<file path="src/rtl/ifu_ctrl_pkg.sv">
// Shared definitions for the instruction-fetch controller: defaults, FSM
// encoding, the bubble word and the IF/ID register layout.
package ifu_defs;

   localparam logic [31:0] DEF_RESET_PC = 32'h0000_3000;
   localparam int unsigned DEF_IM_DEPTH = 1024;

   localparam logic [0:0] ST_RUN  = 1'b0;
   localparam logic [0:0] ST_HALT = 1'b1;

   localparam logic [31:0] NOP = 32'h0000_0000;

   typedef struct packed {
      logic [31:0] instr;
      logic [31:0] pc;
      logic        valid;
      logic        err;
   } ifid_t;

   // IF/ID contents for a bubble: the PC field is kept so ID still sees
   // where the pipe stopped.
   function automatic ifid_t ifid_bubble(input ifid_t cur);
      ifid_t r;
      r       = cur;
      r.instr = NOP;
      r.valid = 1'b0;
      r.err   = 1'b0;
      return r;
   endfunction

endpackage

</file>
<file path="src/rtl/ifu_ctrl_pc_check.sv">
// Combinational fetch-address check: flags a PC that is misaligned or lies
// outside the instruction ROM window.
module pc_check #(
   parameter logic [31:0] RESET_PC = 32'h0000_3000,
   parameter int unsigned IM_DEPTH = 1024
) (
   input  logic [31:0] pc,
   output logic        err
);

   localparam logic [31:0] LAST_PC = RESET_PC + 32'(4 * IM_DEPTH) - 32'd4;

   logic misaligned;
   logic below;
   logic above;

   always_comb begin
      misaligned = (pc[1:0] != 2'b00);
      below      = (pc < RESET_PC);
      above      = (pc > LAST_PC);
      err        = misaligned | below | above;
   end

endmodule

</file>
<file path="src/rtl/ifu_ctrl.sv">
// Fetch controller: owns the PC, registers the ROM word into IF/ID and
// handles stall, delayed-branch redirect, flush and fetch-error halt.
module ifu_ctrl
   import ifu_defs::*;
#(
   parameter logic [31:0] RESET_PC = DEF_RESET_PC,
   parameter int unsigned IM_DEPTH = DEF_IM_DEPTH
) (
   input  logic        clk,
   input  logic        reset,
   input  logic        stall,
   input  logic        redirect_valid,
   input  logic [31:0] redirect_pc,
   input  logic        flush,
   input  logic [31:0] flush_pc,
   output logic [31:0] im_addr,
   input  logic [31:0] im_instr,
   output logic [31:0] ifid_instr,
   output logic [31:0] ifid_pc,
   output logic [31:0] ifid_pc8,
   output logic        ifid_valid,
   output logic        ifid_err,
   output logic        halted,
   output logic [31:0] fetch_cnt
);

   logic [31:0] pc_q, pc_d;
   ifid_t       ifid_q, ifid_d;
   logic [0:0]  state_q, state_d;
   logic [31:0] cnt_q, cnt_d;
   logic        pc_bad;

   pc_check #(
      .RESET_PC (RESET_PC),
      .IM_DEPTH (IM_DEPTH)
   ) u_pc_check (
      .pc  (pc_q),
      .err (pc_bad)
   );

   // Priority: flush, halt hold, stall, error, normal fetch (reset in the flop).
   always_comb begin
      pc_d    = pc_q;
      ifid_d  = ifid_q;
      state_d = state_q;
      cnt_d   = cnt_q;

      if (flush) begin
         ifid_d  = ifid_bubble(ifid_q);
         pc_d    = flush_pc;
         state_d = ST_RUN;
      end else if (state_q == ST_HALT) begin
         ifid_d = ifid_bubble(ifid_q);
      end else if (stall) begin
         ifid_d = ifid_q;
      end else if (pc_bad) begin
         ifid_d.instr = NOP;
         ifid_d.pc    = pc_q;
         ifid_d.valid = 1'b1;
         ifid_d.err   = 1'b1;
         state_d      = ST_HALT;
         cnt_d        = cnt_q + 32'd1;
      end else begin
         // The word fetched alongside a redirect is the delay slot; keep it.
         ifid_d.instr = im_instr;
         ifid_d.pc    = pc_q;
         ifid_d.valid = 1'b1;
         ifid_d.err   = 1'b0;
         pc_d         = redirect_valid ? redirect_pc : (pc_q + 32'd4);
         cnt_d        = cnt_q + 32'd1;
      end
   end

   always_ff @(posedge clk) begin
      if (reset) begin
         pc_q         <= RESET_PC;
         ifid_q.instr <= NOP;
         ifid_q.pc    <= 32'd0;
         ifid_q.valid <= 1'b0;
         ifid_q.err   <= 1'b0;
         state_q      <= ST_RUN;
         cnt_q        <= 32'd0;
      end else begin
         pc_q    <= pc_d;
         ifid_q  <= ifid_d;
         state_q <= state_d;
         cnt_q   <= cnt_d;
      end
   end

   assign im_addr    = pc_q;
   assign ifid_instr = ifid_q.instr;
   assign ifid_pc    = ifid_q.pc;
   assign ifid_pc8   = ifid_q.pc + 32'd8;
   assign ifid_valid = ifid_q.valid;
   assign ifid_err   = ifid_q.err;
   assign halted     = (state_q == ST_HALT);
   assign fetch_cnt  = cnt_q;

endmodule

</file>
<file path="config.mk">
export PLATFORM = sky130hd
export DESIGN_NAME = ifu_ctrl
export DESIGN_NICKNAME = d
export VERILOG_FILES = /design/src/rtl/ifu_ctrl_pkg.sv /design/src/rtl/ifu_ctrl_pc_check.sv /design/src/rtl/ifu_ctrl.sv
export SDC_FILE = /design/constraint.sdc
export NUM_CORES = 1
export LEC_CHECK = 0
export CAP_MARGIN = 20
export CORE_UTILIZATION = 25
export CTS_CLUSTER_DIAMETER = 200
export DETAILED_ROUTE_END_ITERATION = 16
export GPL_TIMING_DRIVEN = 0
export SLEW_MARGIN = 5
export SYNTH_ARGS = -nofsm -noshare
export SYNTH_HDL_FRONTEND = slang
export SYNTH_SLANG_ARGS = --single-unit
</file>
<file path="constraint.sdc">
create_clock -name clk -period 6.45 [get_ports clk]
set_clock_uncertainty 0.05 [all_clocks]
set_input_delay 1.6125 -clock clk [delete_from_list [all_inputs] [get_ports clk]]
set_output_delay 1.6125 -clock clk [all_outputs]
set_load 0.01 [all_outputs]
</file>
==> results of run 1 <==
routing by layer:
metal	up-vias	routed length [um]
li1	3126	-
met1	2965	10500
met2	230	10200
met3	19	1590
met4	0	244
met5	-	0
synthesized netlist by cell type (all sizes together) (2+ instances only):
| master | number |
|---|---|
| mux2i | 37 |
| and4 | 6 |
| and2 | 2 |
| o21ai | 12 |
| nand2b | 3 |
| dfxtp | 131 |
| nor2 | 90 |
| o21a | 2 |
| xnor2 | 47 |
| nor4b | 2 |
| nor4 | 25 |
| a31oi | 4 |
| buf | 14 |
| o2bb2ai | 3 |
| nand4 | 17 |
| and3 | 4 |
| nor3 | 34 |
| xor2 | 9 |
| a211oi | 24 |
| clkbuf | 33 |
| or2 | 2 |
| o21bai | 2 |
| a21oi | 55 |
| clkinv | 2 |
| or3 | 7 |
| nand2 | 103 |
| nand3 | 27 |
| o22ai | 3 |
| inv | 15 |
| ha | 3 |
power groups by stage:
| stage | Sequential (mW) | Combinational [mW] | Clock [mW] |
|---|---|---|---|
| 2_1_floorplan | 0.887 | 0.0987 | 0 |
| 3_3_place_gp | 0.889 | 0.262 | 0 |
| 3_5_place_dp | 0.889 | 0.264 | 0 |
| 4_1_cts | 0.871 | 0.265 | 1.06 |
| 5_1_grt | 0.875 | 0.285 | 1.09 |
| 6_report | 0.871 | 0.262 | 1.03 |
area by class of cell:
type	instances	area, um^2
Multi-Input combinational cell	537	3210
Sequential cell	131	2620
Buffer	47	214
Clock inverter	13	173
Timing Repair Buffer	261	2610
Tap cell	319	399
Clock buffer	19	453
Fill cell	2435	14000
Inverter	17	63.8
critical path, stage by stage, from the launching register on:
cell and delay (ns):
dfxtp_1 0.44, ha_1 0.22, and3_1 0.29, nand4_1 0.36
nor4b_1 0.67, nand3_1 0.18, xnor2_1 0.16, clkdlybuf4s50_1 0.55
worst paths after layout:
check | startpoint | end | depth (start not counted)
max | ifid_pc[3] | ifid_pc8[31] | 7
min | ifid_valid | ifid_valid | 2
max reg2reg | im_addr[29] | im_addr[28] | 6
min reg2reg | ifid_valid | ifid_valid | 2
registers in the layout, indices dropped and copies added (netlist names):
| signal | cells |
|---|---|
| halted | 1 |
| ifid_pc | 32 |
| ifid_err | 1 |
| ifid_valid | 1 |
| ifid_instr | 32 |
| im_addr | 32 |
| fetch_cnt | 32 |
cells in the final DEF, fill, tap and decap left out, drive strengths merged, types with 3 or more instances in the layout:
cell type / instances
nand2: 103
nand3: 27
xor2: 9
clkdlybuf4s50: 261
o2bb2ai: 3
dfxtp: 131
xnor2: 47
nand2b: 3
nor2: 90
nor3: 34
a31oi: 4
buf: 14
nor4: 25
or3: 7
ha: 3
o22ai: 3
a21oi: 55
o21ai: 12
a211oi: 24
and3: 4
clkbuf: 52
clkinvlp: 4
and4: 6
bufinv: 3
inv: 19
nand4: 17
clkinv: 4
mux2i: 37
cell families after synthesis:
group | Yosys count | share of synthesized area
xor+xnor | 56 | 0.0802
fa+ha+maj | 3 | 0.00614
compound gates | 115 | 0.115
mux | 38 | 0.0624
buf+inv | 64 | 0.0454
flops | 131 | 0.429
simple gates | 325 | 0.261
==> impl_results.md, run 1 <==
* Final setup violation count at 0
* Logic pwr share at 0.121
* Slew HR at 0.491
* Cell area after layout at just under 0.01 mm^2
* Clock Path Buffers at 2
* Syn. warnings at 0
* Int Pwr at between 1.5 and 2 mW
* Busiest metal layer after global routing: met2
* #FFs+latches synth at ~130
* CTS root buf: clkbuf_16
* I/O pins at roughly 260
* M2 GR Usage at 0.291
* # DRC at 0
* Sw Share at 0.253
* Antenna Nets Post-Route at 0
* Final Util at 0.410
* Post-CTS sizing at 0
* Largest net degree at the start of global routing at 17
* Die Span X at around 160 um
* Worst EP required at between 4 and 5 ns
* Full die area at about 0.025 mm^2
* TritonCTS Buffers at 17
* Rows at between 50 and 60
* Total congestion overflow at 0
* Post-Syn Nets at around 840
* Area post-placement at 0.00912 mm^2
* Initial DRC count at 316
* Setup ws final at between 1.5 and 2 ns
* Seq pwr share at 0.403
* Primary FF master, synth: dfxtp_1
* Total track usage at 0.183
* H-tree depth at 4
* Synthesized area at ~0.0061 mm^2
* Flop-to-flop setup slack at approximately 3.8 ns
* Crit path max fanout at 6
* Initial antenna violation count at 0
* Final WL at about 23 mm
* Power Total at 2.16 mW
* Hold Violations, Final at 0
* Max Cap Violations at 0
* Cells after Synth at roughly 730
* GP Congestion at approximately 0.80
* Ranking of synthesized cells by area: dfxtp_1, xnor2_1, nand2_1
* Dpl ws at 1.83 ns
* Die Y at 158 um
* Cell Pwr Density at approximately 220 mW/mm^2
* CP startpoint kind: flop
* Syn-to-layout area delta at 59.5%
* F_max at a little over 200 MHz
* Cell taking the most area after synthesis: dfxtp_1
* First-pass GRT wire length at ~35 mm
* Syn Area/Cell at roughly 8.3 um^2
* Status: finished, final reports clean
* Leakage Power at around 3.4 nW
* Vias in the first global route at ~6100
* Final HPWL DP at 17.3 mm
* Non-Filler Instances at 1344
* Post-synth ARST share at 0
* Post-CTS setup buffer count at 0
* CTS Hold Buffers Added at 0
* Crit share post-route at 0.767
* Clock-pin slew on the worst setup and hold paths at roughly 0.060 ns
* Netlist cell types at 53
* Worst slew pin tran at 0.758 ns
* Unrepaired setup endpoints after global routing: false
* Met1 Track Usage GR at 0.243
* Hold Worst Slack at roughly 0.4 ns
* Routed WL per cell at approximately 17 um
* Placed cell count at around 1300
* Clk_lat worst skew at about 0.4 ns
* Crit end category: output pin
* Final net count at about 1100
* Sw power at 0.547 mW
* Fin crit period at around 4.9 ns
* Port bufs at 261
* Initial Util at 0.257
* Post-synth EDFFs at 0
* Setup TNS at 0 ns
* Antenna Cells at 0
* Top cell type's share of synthesized area at 0.429
* CTS tree: yes
* Pre-antenna DRT Iters at 4
* Grt met3 use at 0.0514
* DR vias at about 6300
* Fin. max-slew vios at 0
* Critical path class: reg2out
* Clk pwr share at 0.476
* Core footprint at approximately 0.024 mm^2
* Max IR drop VDD at between 100 and 150 uV
* Share of cells above drive strength 1 at 0.0556
* Hold Crit Class: reg2reg
* Critical Path AT at roughly 3.3 ns
* Register area share after synthesis at 0.429
* Sink Count at between 100 and 150
* Drt via density at ~4.7
Note: power is estimated with default switching activity, not from simulation.
==> inputs of run 2 (changes only) <==
Clock period 6.45 ns to 4.34 ns, I/O delays scaled along.
==> run 2 against run 1 <==
Compared with the run above:
- sequential power grew 49%
- utilization grew 0.12 points
- via count is essentially flat
- register-to-register slack lost 2.1 ns
- cell count grew 0.15%
- sequential cell count is the same
- largest power group unchanged
==> impl_results.md, run 2 (synthesized netlist as in run 1, its figures left out) <==
* Setup ws final at 0.279 ns (-1.23 ns)
* Sink Count at 131 (unchanged)
* Seq pwr share at 0.403 (about the same)
* Clk_lat worst skew at 0.41 ns (about the same)
* Reg2Reg Depth at 6 (unchanged)
* Initial antenna violation count at 0 (unchanged)
* Full die area at 0.0251 mm^2 (unchanged)
* Unrepaired setup endpoints after global routing: false
* H-tree depth at 4 (unchanged)
* Clock Path Buffers at 2 (unchanged)
* Commonest non-fill, non-tap cell in the layout: clkdlybuf4s50_1
* I/O pins at 264 (unchanged)
* CP startpoint kind: flop
* Setup TNS at 0 ns (unchanged)
* Sw power at 0.811 mW (+48%)
* Dpl ws at 0.251 ns (-1.58 ns)
* Total track usage at 0.183 (unchanged)
* Cell Pwr Density at 328 mW/mm^2 (+48%)
* Status: finished, final reports clean
* Slew HR at 0.501 (+0.0108)
* Routed WL per cell at 16.8 um (-0.14%)
* Final-layout fill cell count at 2433 (-0.082%)
* Rows at 56 (unchanged)
* Crit share post-route at 0.936
* TritonCTS Buffers at 17 (unchanged)
* GP Congestion at 0.801 (unchanged)
* Initial Util at 0.257 (unchanged)
* Antenna Nets Post-Route at 0 (unchanged)
* CTS root buf: clkbuf_16
* Crit path max fanout at 6 (unchanged)
* Port bufs at 261 (unchanged)
* Die Y at 158 um (unchanged)
* Power Total at 3.21 mW (+49%)
* Share of cells above drive strength 1 at 0.0594 (+0.00379)
* Initial DRC count at 291 (-7.9%)
* Hold Violations, Final at 0 (unchanged)
* Max IR drop VDD at 223 uV (+49%)
* Final WL at 22.6 mm (about the same)
* Int Pwr at 2.40 mW (+49%)
* Worst slew pin tran at 0.742 ns (-0.0161 ns)
* Total congestion overflow at 0 (unchanged)
* Final HPWL DP at 17.3 mm (unchanged)
* Hold Crit Class: reg2reg
* Final setup violation count at 0 (unchanged)
* Max Cap Violations at 0 (unchanged)
* Final net count at 1118 (+0.18%)
* First-pass GRT wire length at 34.8 mm (unchanged)
* WHS Path Cells at 2 (unchanged)
* Clock-pin slew on the worst setup and hold paths at 0.06 ns (about the same)
* Die Span X at 158 um (unchanged)
* Critical Path AT at 2.93 ns (-0.35 ns)
* Commonest cells after routing, fill and taps aside: clkdlybuf4s50_1, dfxtp_1, nand2_1
* CTS Hold Buffers Added at 0 (unchanged)
* F_max at roughly 250 MHz
* Clk pwr share at 0.475 (about the same)
* Critical path class: reg2out
* DR vias at 6346 (+0.095%)
* Largest net degree at the start of global routing at 17 (unchanged)
* Core footprint at 0.0238 mm^2 (unchanged)
* Fin crit period at between 4 and 5 ns
* CTS tree: yes
* Fin. max-slew vios at 0 (unchanged)
* Leakage Power at 3.37 nW (+0.25%)
* Syn-to-layout area delta at 60.0%
* Pre-antenna DRT Iters at 4 (unchanged)
* Sw Share at 0.253 (-0.000432)
* Crit end category: output pin
* Antenna Cells at 0 (unchanged)
* Drt via density at 4.71 (about the same)
* Logic pwr share at 0.121 (about the same)
* Worst EP required at 3.20 ns (-1.59 ns)
* # DRC at 0 (unchanged)
* Vias in the first global route at 6090 (unchanged)
-- run 2: cell count changes in the layout (fill, tap and decap cells not counted), sizes merged --
cell and change:
buf +2
-- run 2: through the flow --
stage                     hold slack (ns)  instances  instance area (um^2)   util
after detailed placement            0.401       1312                  9120  0.384
after floorplan                     0.421        732                  6110      -
after global placement              0.390       1312                  9120  0.384
final                               0.410       1346                  9780  0.412
after global routing                0.441       1346                  9780  0.412
after CTS                           0.413       1344                  9760  0.411
-- run 2: final timing paths --
check,startpoint,to,slack (ns)
min,ifid_valid,ifid_valid,0.41
max,ifid_pc[3],ifid_pc8[31],0.28
min reg2reg,ifid_valid,ifid_valid,0.41
max reg2reg,im_addr[29],im_addr[30],1.71
-- run 2: critical path, cell delays in order, from the launching register on --
cell and delay [ns]:
dfxtp_1 0.44, ha_1 0.22, and3_1 0.31, nand4_1 0.12, buf_4 0.18, nor4b_2 0.39, nand3_1 0.15, xnor2_1 0.15
clkdlybuf4s50_1 0.55
-- run 2: power groups by stage --
stage / Sequential (mW) / Clock (mW) / Combinational (mW)
after global placement: 1.32 / 0 / 0.390
after CTS: 1.29 / 1.57 / 0.393
final: 1.30 / 1.53 / 0.390
after global routing: 1.30 / 1.62 / 0.423
after detailed placement: 1.32 / 0 / 0.392
after floorplan: 1.32 / 0 / 0.147
-- run 2: what timing repair did --
item | CTS | global route
gates resized for setup | 1 | 1
pin swaps | 0 | 1
setup endpoints to repair | 3 | 7
buffers inserted | 0 | 2
-- run 2: final cells by class --
type                            count  area [um^2]  share of cell area
Timing Repair Buffer              263         2630               0.269
Clock buffer                       19          453              0.0463
Multi-Input combinational cell    537         3220               0.330
Sequential cell                   131         2620               0.268
Clock inverter                     13          173              0.0177
Buffer                             47          214              0.0219
Inverter                           17         63.8             0.00653
Tap cell                          319          399              0.0408
-- run 2: per-layer routing --
layer | GRT usage | share of wire | vias up
met4 | 0.0444 | 0.011 | 0
met5 | 0 | 0 | -
li1 | - | - | 3128
met3 | 0.0514 | 0.072 | 19
met1 | 0.243 | 0.46 | 2955
met2 | 0.291 | 0.46 | 244
==> inputs of run 3 (changes only) <==
--- a/constraint.sdc
+++ b/constraint.sdc
@@ -3,3 +3,3 @@
 set_input_delay 1.085 -clock clk [delete_from_list [all_inputs] [get_ports clk]]
 set_output_delay 1.085 -clock clk [all_outputs]
-set_load 0.01 [all_outputs]
+set_load 0.005 [all_outputs]
==> results of run 3 <==
Same layout as run 2 (identical final DEF). Status: finished, final reports clean.
Main changes from that run: setup slack after placement 0.251 ns -> 0.286 ns; setup slack after layout 0.279 ns -> 0.315 ns; total power 3.21 mW -> 3.19 mW
